`src/rtl/uart_rx_pkg.sv`:
```
`default_nettype none
// ============================================================================
//  Module   : uart_rx_pkg
//  Brief    : Shared constants, FSM encodings and divider helper for the UART.
//  Revision : 1.0 - initial release
// ============================================================================
package uart_rx_pkg;

    localparam int OVERSAMPLE = 16;

    localparam logic [1:0] S_IDLE  = 2'd0;
    localparam logic [1:0] S_START = 2'd1;
    localparam logic [1:0] S_DATA  = 2'd2;
    localparam logic [1:0] S_STOP  = 2'd3;

    // Clocks per oversample tick, rounded down; callers must keep this >= 2.
    function automatic int calc_div(input int clk_hz, input int baud);
        return clk_hz / (baud * OVERSAMPLE);
    endfunction

endpackage
`default_nettype wire

```
`src/rtl/uart_rx_baud_tick_gen.sv`:
```
`default_nettype none
// ============================================================================
//  Module   : baud_tick_gen
//  Brief    : Free-running oversample tick divider with synchronous clear.
//  Revision : 1.0 - initial release
// ============================================================================
module baud_tick_gen
    import uart_rx_pkg::*;
#(
    parameter int CLK_HZ = 50_000_000,
    parameter int BAUD   = 9600
) (
    input  logic clk,
    input  logic rst_n,
    input  logic clr,
    output logic tick
);

    localparam int DIV     = calc_div(CLK_HZ, BAUD);
    localparam int c_CNT_W = (DIV > 1) ? $clog2(DIV) : 1;
    localparam logic [c_CNT_W-1:0] c_TOP = c_CNT_W'(DIV - 1);

    logic [c_CNT_W-1:0] r_cnt;

    always_ff @(posedge clk) begin
        if (!rst_n) begin
            r_cnt <= '0;
        end else if (clr || (r_cnt == c_TOP)) begin
            r_cnt <= '0;
        end else begin
            r_cnt <= r_cnt + 1'b1;
        end
    end

    assign tick = (r_cnt == c_TOP);

endmodule
`default_nettype wire

```
`src/rtl/uart_rx.sv`:
```
`default_nettype none
// ============================================================================
//  Module   : uart_rx
//  Brief    : 8N1 UART receiver, 16x oversampled, mid-bit sampling with
//             start-glitch rejection and stop-bit framing check.
//  Revision : 1.0 - initial release
// ============================================================================
module uart_rx
    import uart_rx_pkg::*;
#(
    parameter int CLK_HZ = 50_000_000,
    parameter int BAUD   = 9600
) (
    input  logic       clk,
    input  logic       rst_n,
    input  logic       rx,
    output logic [7:0] dato,
    output logic       bandera,
    output logic       rx_done,
    output logic       frame_err,
    output logic       busy
);

    localparam logic [3:0] c_TICK_MID  = 4'd7;
    localparam logic [3:0] c_TICK_LAST = 4'd15;
    localparam logic [2:0] c_BIT_LAST  = 3'd7;

    logic       r_rx_meta;
    logic       r_rx_s;
    logic [1:0] r_state;
    logic [1:0] w_state_next;
    logic [3:0] r_tick_cnt;
    logic [2:0] r_bit_cnt;
    logic [7:0] r_shreg;
    logic       r_armed;
    logic [7:0] r_dato;
    logic       r_bandera;
    logic       r_rx_done;
    logic       r_frame_err;

    logic       w_tick;
    logic       w_clr;
    logic       w_mid;
    logic       w_bit_end;
    logic       w_shift;
    logic       w_good;
    logic       w_bad;
    logic       w_busy;

    baud_tick_gen #(
        .CLK_HZ (CLK_HZ),
        .BAUD   (BAUD)
    ) u_tick (
        .clk   (clk),
        .rst_n (rst_n),
        .clr   (w_clr),
        .tick  (w_tick)
    );

    always_ff @(posedge clk) begin
        if (!rst_n) begin
            r_rx_meta <= 1'b1;
            r_rx_s    <= 1'b1;
        end else begin
            r_rx_meta <= rx;
            r_rx_s    <= r_rx_meta;
        end
    end

    always_ff @(posedge clk) begin
        if (!rst_n) begin
            r_state <= S_IDLE;
        end else begin
            r_state <= w_state_next;
        end
    end

    always_comb begin
        w_state_next = r_state;
        case (r_state)
            S_IDLE: begin
                if (!r_rx_s && r_armed) begin
                    w_state_next = S_START;
                end
            end
            S_START: begin
                if (w_mid) begin
                    w_state_next = r_rx_s ? S_IDLE : S_DATA;
                end
            end
            S_DATA: begin
                if (w_bit_end && (r_bit_cnt == c_BIT_LAST)) begin
                    w_state_next = S_STOP;
                end
            end
            S_STOP: begin
                if (w_bit_end) begin
                    w_state_next = S_IDLE;
                end
            end
            default: w_state_next = S_IDLE;
        endcase
    end

    always_comb begin
        w_busy    = (r_state != S_IDLE);
        w_clr     = (r_state == S_IDLE) && !r_rx_s && r_armed;
        w_mid     = (r_state == S_START) && w_tick && (r_tick_cnt == c_TICK_MID);
        w_bit_end = w_tick && (r_tick_cnt == c_TICK_LAST);
        w_shift   = (r_state == S_DATA) && w_bit_end;
        w_good    = (r_state == S_STOP) && w_bit_end && r_rx_s;
        w_bad     = (r_state == S_STOP) && w_bit_end && !r_rx_s;
    end

    // tick_cnt and bit_cnt wrap naturally at 15 and 7, so no explicit reload
    // is needed between data bits or entering STOP.
    always_ff @(posedge clk) begin
        if (!rst_n) begin
            r_tick_cnt <= '0;
            r_bit_cnt  <= '0;
            r_shreg    <= '0;
        end else begin
            if (w_clr || w_mid) begin
                r_tick_cnt <= '0;
            end else if (w_busy && w_tick) begin
                r_tick_cnt <= r_tick_cnt + 1'b1;
            end

            if (w_clr) begin
                r_bit_cnt <= '0;
            end else if (w_shift) begin
                r_bit_cnt <= r_bit_cnt + 1'b1;
            end

            if (w_shift) begin
                r_shreg <= {r_rx_s, r_shreg[7:1]};
            end
        end
    end

    // After a framing error the line must be seen idle before re-arming,
    // otherwise a held break would retrigger START forever.
    always_ff @(posedge clk) begin
        if (!rst_n) begin
            r_armed     <= 1'b1;
            r_dato      <= 8'h00;
            r_bandera   <= 1'b0;
            r_rx_done   <= 1'b0;
            r_frame_err <= 1'b0;
        end else begin
            r_rx_done   <= w_good;
            r_frame_err <= w_bad;

            if (w_bad) begin
                r_armed <= 1'b0;
            end else if ((r_state == S_IDLE) && r_rx_s) begin
                r_armed <= 1'b1;
            end

            if (w_good) begin
                r_dato    <= r_shreg;
                r_bandera <= 1'b1;
            end else if (w_bad) begin
                r_bandera <= 1'b0;
            end
        end
    end

    assign dato      = r_dato;
    assign bandera   = r_bandera;
    assign rx_done   = r_rx_done;
    assign frame_err = r_frame_err;
    assign busy      = w_busy;

endmodule
`default_nettype wire

```
`config.mk`:
```
export PLATFORM = sky130hd
export DESIGN_NAME = uart_rx
export DESIGN_NICKNAME = d
export VERILOG_FILES = /design/src/rtl/uart_rx_pkg.sv /design/src/rtl/uart_rx_baud_tick_gen.sv /design/src/rtl/uart_rx.sv
export SDC_FILE = /design/constraint.sdc
export NUM_CORES = 1
export LEC_CHECK = 0
export ABC_AREA = 1
export BUFFER_PORTS_ARGS = -buffer_cell sky130_fd_sc_hd__buf_2
export CAP_MARGIN = 20
export CELL_PAD_IN_SITES_DETAIL_PLACEMENT = 1
export CELL_PAD_IN_SITES_GLOBAL_PLACEMENT = 1
export CORE_AREA = 2 2 69 71
export DETAILED_ROUTE_END_ITERATION = 10
export DIE_AREA = 0 0 71 73
export GPL_TIMING_DRIVEN = 0
export PLACE_DENSITY_LB_ADDON = 0.1
export REMOVE_ABC_BUFFERS = 1
export SETUP_SLACK_MARGIN = 0.15
export SLEW_MARGIN = 25
export SYNTH_ARGS = -nofsm -noshare
export SYNTH_HDL_FRONTEND = slang
export SYNTH_SLANG_ARGS = --single-unit
export TNS_END_PERCENT = 30
```
`constraint.sdc`:
```
create_clock -name clk -period 1.3 [get_ports clk]
set_input_delay 0 -clock clk [delete_from_list [all_inputs] [get_ports clk]]
set_output_delay 0 -clock clk [all_outputs]
set_load 0.05 [all_outputs]
```
==> key figures, run 1 <==
Status
  • Outcome: complete, but fails checks
  • Failing checks: negative setup slack

Placement
  • Post-place setup slack: -697 ps
  • Placed cells: ~270
  • Port Buffers: 14
  • Detail Placement HPWL: ~2600 µm
  • Placer's final routability congestion estimate: a little under 0.8

Routing
  • DRT antenna net count: 0
  • DRT Pass-1 Iters: 4
  • Remaining DRCs: 0
  • Drt total wl: 3950 µm
  • DRT iter0 DRCs: 31
  • Routed vias: approximately 1400
  • Drt wl/cell: roughly 14 µm
  • Vias per cell: ~4.8

Clock network
  • Maximum clock path buffer count: 2
  • Clock transition at the registers of the reported paths: around 80 ps
  • Htree depth: 2
  • Root Driver: clkbuf_8
  • TritonCTS clock tree: yes
  • Total CTS buffers: 5
  • Clk sink count: 40
  • Clock Latency Late Sink: slightly below 300 ps

Layout
  • Layout cell share with drive strength beyond 1: 0.391
  • Layout area overhead: 28.8%
  • Post-layout util: 0.482
  • Finished Layout Cells: between 200 and 300
  • Fin nets: between 200 and 250
  • N_diodes: 0

Setup path
  • Worst Path Buf+Inv: 1
  • CP cell instances: inv_2 -> ha_4 -> nand2_4 -> nor2_4 -> nand3_4 -> a21oi_1 -> nand2_2 -> o21bai_1 -> a21oi_1
  • Crit Path Max Fanout: 3
  • CP dominant cell by count: a21oi_1
  • Slowest stage cell, crit path: dfxtp_2
  • Worst path arrival time: about 1700 ps
  • FF-to-FF path depth: 9
  • WP data required: 1470 ps
  • Worst Setup Start Kind: flop
  • CP max stage delay: about 330 ps
  • Crit end category: flop
  • Stages on the worst setup path: 9
  • CP Class: reg -> reg
  • Crit-path leading delay family: compound AO/OA/AOI/OAI gates

STA
  • Post-route setup TNS: -5850 ps
  • Slew headroom: 0.746
  • Worst Setup Slack, final: -269 ps
  • Setup-failing EPs final: 32
  • Final clock skew: around 5 ps
  • Minimum clock period: 1570 ps
  • Achievable clock frequency: ~640 MHz
  • Final Max Slew Viols: 0
  • Worst slew pin tran: 380 ps
  • Final period util: 1.21
  • Final hold violations: 0
  • RSZ-0062 raised after global routing: true

Yosys
  • Seq/Total Area, Yosys: 0.472
  • Register bit count reported by yosys: 40
  • Netlist cell types: 32
  • Post-synth EDFFs: 0
  • Cells taking the most area after synthesis: dfxtp_1 47%, a21oi_1 5.6%, inv_1 4.9%
  • Mapped Cells: 200
  • Post-synth top area cell: dfxtp_1
  • Cell Area, Synth: about 1700 µm²
  • Synth warnings: 0
  • Dominant synthesized flop cell: dfxtp_1
  • Asr flop ratio synth: 0
  • Share of the synthesized area in the top cell type: 0.472
  • Synthesized area per cell: approximately 8.5 µm²

Floorplan
  • Starting Density: 0.374
  • Die width: 71 µm
  • Rows: 25
  • Die height: approximately 73 µm
  • Total core area: between 4000 and 5000 µm²
  • DIE AREA: 5180 µm²
  • I/O pin count: 15

Global route
  • Tot GR Track Use: 0.162
  • Vias in the first global route: between 1000 and 1500
  • Initial antenna violation count: 0
  • Largest net degree at the start of global routing: 19
  • Gr ovfl total: 0
  • Global-route wire length before repair: roughly 6600 µm

Pwr
  • PD cells: roughly 1000 nW/µm²
  • Max IR drop VDD: just over 0.6 mV
  • Pleak: 0.921 nW

Min path
  • HP Class: in -> reg
  • Hold Path Depth: 3

Job
  • Maxcap violations: 0
[layout by cell type (no fill, tap or decap), types with 3 or more instances in the layout]
cell type  instances
ha_1               3
a21oi_2            5
nand2_2            7
nor2_2             3
o21ai_0            4
nand4_1            4
a21oi_1           19
inv_2              9
buf_4             10
buf_6              7
inv_1             17
buf_2             14
dfxtp_2            5
o21ai_1           14
nor3_1             4
nor2_1            18
nor2_4             8
clkbuf_8           6
nand2_1           17
dfxtp_1           33
[cells in the mapped netlist (2+ instances only)]
| master | count |
|---|---|
| a21oi_1 | 19 |
| inv_2 | 6 |
| nand3_1 | 2 |
| xor2_1 | 2 |
| nand2_2 | 4 |
| nand2_1 | 21 |
| o21bai_1 | 2 |
| o21ai_1 | 11 |
| nor3_1 | 5 |
| nor2_1 | 22 |
| o21ai_0 | 8 |
| or2_2 | 2 |
| a21oi_2 | 5 |
| nor2_2 | 3 |
| inv_1 | 22 |
| nand4_1 | 4 |
| nor2_4 | 3 |
| xnor2_1 | 2 |
| dfxtp_1 | 40 |
| ha_1 | 5 |
[worst min-delay path, cell delays in order]
cell	delay, ps
buf_2	210
o21ai_2	100
a21oi_2	30
[power by group]
group / internal (mW) / leakage, nW / switching, mW
sequential: 1.24 / 0.327 / 0.0181
combinational: 0.0546 / 0.551 / 0.110
clock: 0.430 / 0.0434 / 0.440
[logic make-up after synthesis]
logic type                 after synthesis  share of synthesized area
AOI/OAI and AO/OA                       47                      0.156
xor gates and xnor gates                 4                     0.0207
adders and majority gates                5                     0.0369
buffers and inverters                   31                     0.0819
DFF                                     40                      0.472
and+or+nand+nor                         73                      0.233
[sequential cells by signal, summed over array words and instances, names as in the netlist, named ones only]
name          count
r_armed           1
u_tick.r_cnt      9
r_state           1
r_rx_s            1
bandera           1
frame_err         1
rx_done           1
dato              8
r_bit_cnt         3
r_rx_meta         1
r_shreg           8
r_tick_cnt        4
[per-stage QoR]
step           hold WS (ps)  power [mW]  cell area, µm²
6_report               98.4        2.29            2180
3_3_place_gp            190        1.41            1800
4_1_cts                 100        2.32            2120
5_1_grt                 116        2.40            2180
3_5_place_dp            190        1.42            1800
2_1_floorplan           107        1.38            1660
[area by class of cell]
class	instances	area, µm²
fill	530	2350
multi-input combinational	130	861
sequential	40	815
timing repair buffer	32	234
inverter	28	110
clock buffer	6	82.6
tap	54	67.6
clock inverter	2	15.0
[layer usage]
layer / part of all wire / track usage / wire [µm] / vias to the layer above
met3: 0.025 / 0.0442 / 99 / 6
met5: 0 / 0 / 0 / -
met1: 0.42 / 0.180 / 1670 / 668
met4: 0.015 / 0.0629 / 60 / 0
met2: 0.54 / 0.295 / 2120 / 14
li1: - / - / - / 725
[final timing paths]
check,endpoint,from,slack [ps]
min reg2reg,r_rx_s,r_rx_meta,430
min,dato[5],rst_n,100
max,flop,u_tick.r_cnt[0],-270
max reg2reg,flop,u_tick.r_cnt[0],-270
[timing repair]
| action | in CTS | in global routing |
|---|---|---|
| setup buffers | 14 | 3 |
| endpoints found under the setup margin | 39 | 39 |
| endpoints found under the hold margin | 1 | 0 |
| pin swaps | 11 | 14 |
| resized for setup | 34 | 14 |
| gates cloned | 1 | 0 |
| hold buffers | 1 | 0 |
(Power assumes the default switching activity.)
==> run 2, diff against run 1 <==
CORE_AREA = 2 2 50 99   (was 2 2 69 71)
DIE_AREA = 0 0 52 101   (was 0 0 71 73)
SKIP_CTS_REPAIR_TIMING = 1   (was not set)
==> key figures, run 2 (synthesized netlist as in run 1, its figures left out) <==
Routing
  • Routed vias: between 1000 and 1500
  • DRT antenna net count: 0
  • DRT iter0 DRCs: 11
  • DRT Pass-1 Iters: 3
  • Remaining DRCs: 0
  • Drt total wl: 3670 µm
  • Vias per cell: about 4.8
  • Drt wl/cell: approximately 13 µm

Setup path
  • Worst path arrival time: about 1800 ps
  • Worst Path Buf+Inv: 3
  • Stages on the worst setup path: 11
  • CP dominant cell by count: nor2_4
  • Worst Setup Start Kind: flop
  • CP Class: reg -> reg
  • Crit. Startpoint: u_tick.r_cnt[1]
  • RR Endpoint: dato[2]
  • WP data required: approximately 1500 ps
  • CP cell instances: inv_2 -> ha_4 -> nand2_2 -> nor2_4 -> nand3_4 -> nor2_4 -> inv_4 -> nor2_8 -> clkbuf_16 -> o21ai_1 -> nor2_1
  • Crit Path Max Fanout: 6
  • FF-to-FF path depth: 11
  • Slowest stage cell, crit path: dfxtp_2
  • CP max stage delay: around 340 ps
  • Crit end category: flop
  • Reg-to-reg slack, setup: -290 ps
  • Worst R2R Start: u_tick.r_cnt[1]
  • CP Capture Point: dato[2]
  • Crit-path leading delay family: simple AND/OR/NAND/NOR gates

Clock network
  • TritonCTS clock tree: yes
  • Root Driver: clkbuf_8
  • Clk sink count: 40
  • Total CTS buffers: 5
  • Htree depth: 2
  • Clock Latency Late Sink: slightly below 300 ps
  • Maximum clock path buffer count: 2
  • Clock transition at the registers of the reported paths: around 80 ps

Floorplan
  • Total core area: 4510 µm²
  • Die width: about 52 µm
  • DIE AREA: approximately 5300 µm²
  • Starting Density: 0.376
  • Rows: 35
  • Die height: approximately 100 µm
  • I/O pin count: 15

Layout
  • Layout fillers: between 500 and 600
  • Storage cell area: 810 µm²
  • N_diodes: 0
  • Commonest non-fill, non-tap cell in the layout: dfxtp_1
  • Max FFs per register: 9
  • Layout area overhead: 25.8%
  • Most frequent cells in the layout: 35 x dfxtp_1, 20 x nand2_1, 19 x inv_1, 19 x nor2_1, 18 x a21oi_1
  • Layout cell share with drive strength beyond 1: 0.345
  • Most flops, register: u_tick.r_cnt
  • Area of the multi-input gates: 838 µm²
  • Fin nets: 239

Min path
  • HP Class: in -> reg

Global route
  • Largest net degree at the start of global routing: 19
  • Global-route wire length before repair: 5700 µm
  • Tot GR Track Use: 0.146
  • Routing usage on met2: 0.258
  • Gr ovfl total: 0
  • GR Util met3: 0.0312
  • GR Util met1: 0.154
  • Vias in the first global route: 1347
  • Initial antenna violation count: 0
  • Top Usage Layer GRT: met2

Pwr
  • Pleak: 0.883 nW
  • Max IR drop VDD: roughly 0.75 mV
  • Pwr Total: 2.22 mW
  • PD cells: between 1000 and 1500 nW/µm²

Job
  • Maxcap violations: 0

Status
  • Outcome: complete, but fails checks
  • Failing checks: negative setup slack

STA
  • Worst Setup Slack, final: -295 ps
  • Slew headroom: 0.746
  • Final clock skew: approximately 12 ps
  • RSZ-0062 raised after global routing: true
  • Setup-failing EPs final: 32
  • Final hold violations: 0
  • Minimum clock period: around 1600 ps
  • Worst slew pin tran: approximately 380 ps
  • Final period util: 1.23
  • Achievable clock frequency: about 630 MHz
  • Final Max Slew Viols: 0

Placement
  • Placer's final routability congestion estimate: 0.753
  • Post-place setup slack: -734 ps
  • Port Buffers: 14
  • Detail Placement HPWL: 2490 µm
==> run 2: changes by cell type in the layout (fill, tap and decap cells not counted), sizes merged <==
cell | before | now
clkbuf | 6 | 8
clkinvlp | 2 | 0
buf | 31 | 25
nor2 | 30 | 29
clkinv | 0 | 1
==> run 2: worst reg2reg max path, stage by stage (launching register included) <==
cell	delay, ps
dfxtp_2	340
inv_2	70
ha_4	130
nand2_2	60
nor2_4	140
nand3_4	120
nor2_4	140
inv_4	60
nor2_8	150
clkbuf_16	170
o21ai_1	60
nor2_1	100
==> run 2: area by class of cell <==
class | instances | share of cell area
Sequential cell | 40 | 0.379
Multi-Input combinational cell | 129 | 0.393
Inverter | 28 | 0.0528
Clock buffer | 7 | 0.0358
Clock inverter | 1 | 0.00410
Tap cell | 55 | 0.0322
Timing Repair Buffer | 27 | 0.103
==> run 2: per-layer routing <==
| metal | vias up | wire [µm] |
|---|---|---|
| li1 | 709 | - |
| met1 | 653 | 1460 |
| met2 | 13 | 2060 |
| met3 | 6 | 73 |
| met4 | 0 | 88 |
| met5 | - | 0 |
==> run 2: metrics by stage <==
stage          instances   util  hold WS (ps)  instance area (µm²)  TNS, ps
2_1_floorplan        197      -           107                 1660    -6340
3_3_place_gp         266  0.399           187                 1800   -13080
4_1_cts              274  0.418          -116                 1890   -13820
5_1_grt              287  0.473           138                 2130   -10670
6_report             287  0.473           116                 2130    -6710
3_5_place_dp         266  0.399           193                 1800   -13600
==> run 2: worst min-delay path by stage <==
stage	start	end	slack (ps)	cells past startpoint
after detailed placement	rx	r_rx_meta	190	2
after floorplan	rx	r_rx_meta	110	1
after global routing	rst_n	dato[5]	140	3
after CTS	rx	r_rx_meta	-120	2
after global placement	rx	r_rx_meta	190	2
final	rst_n	dato[7]	120	3
==> run 2: where the power goes <==
part           switching (mW)  total [mW]  internal, mW
Clock                   0.429       0.812         0.383
Sequential             0.0214        1.26          1.24
Combinational          0.0990       0.143        0.0440
Total                   0.549        2.22          1.67
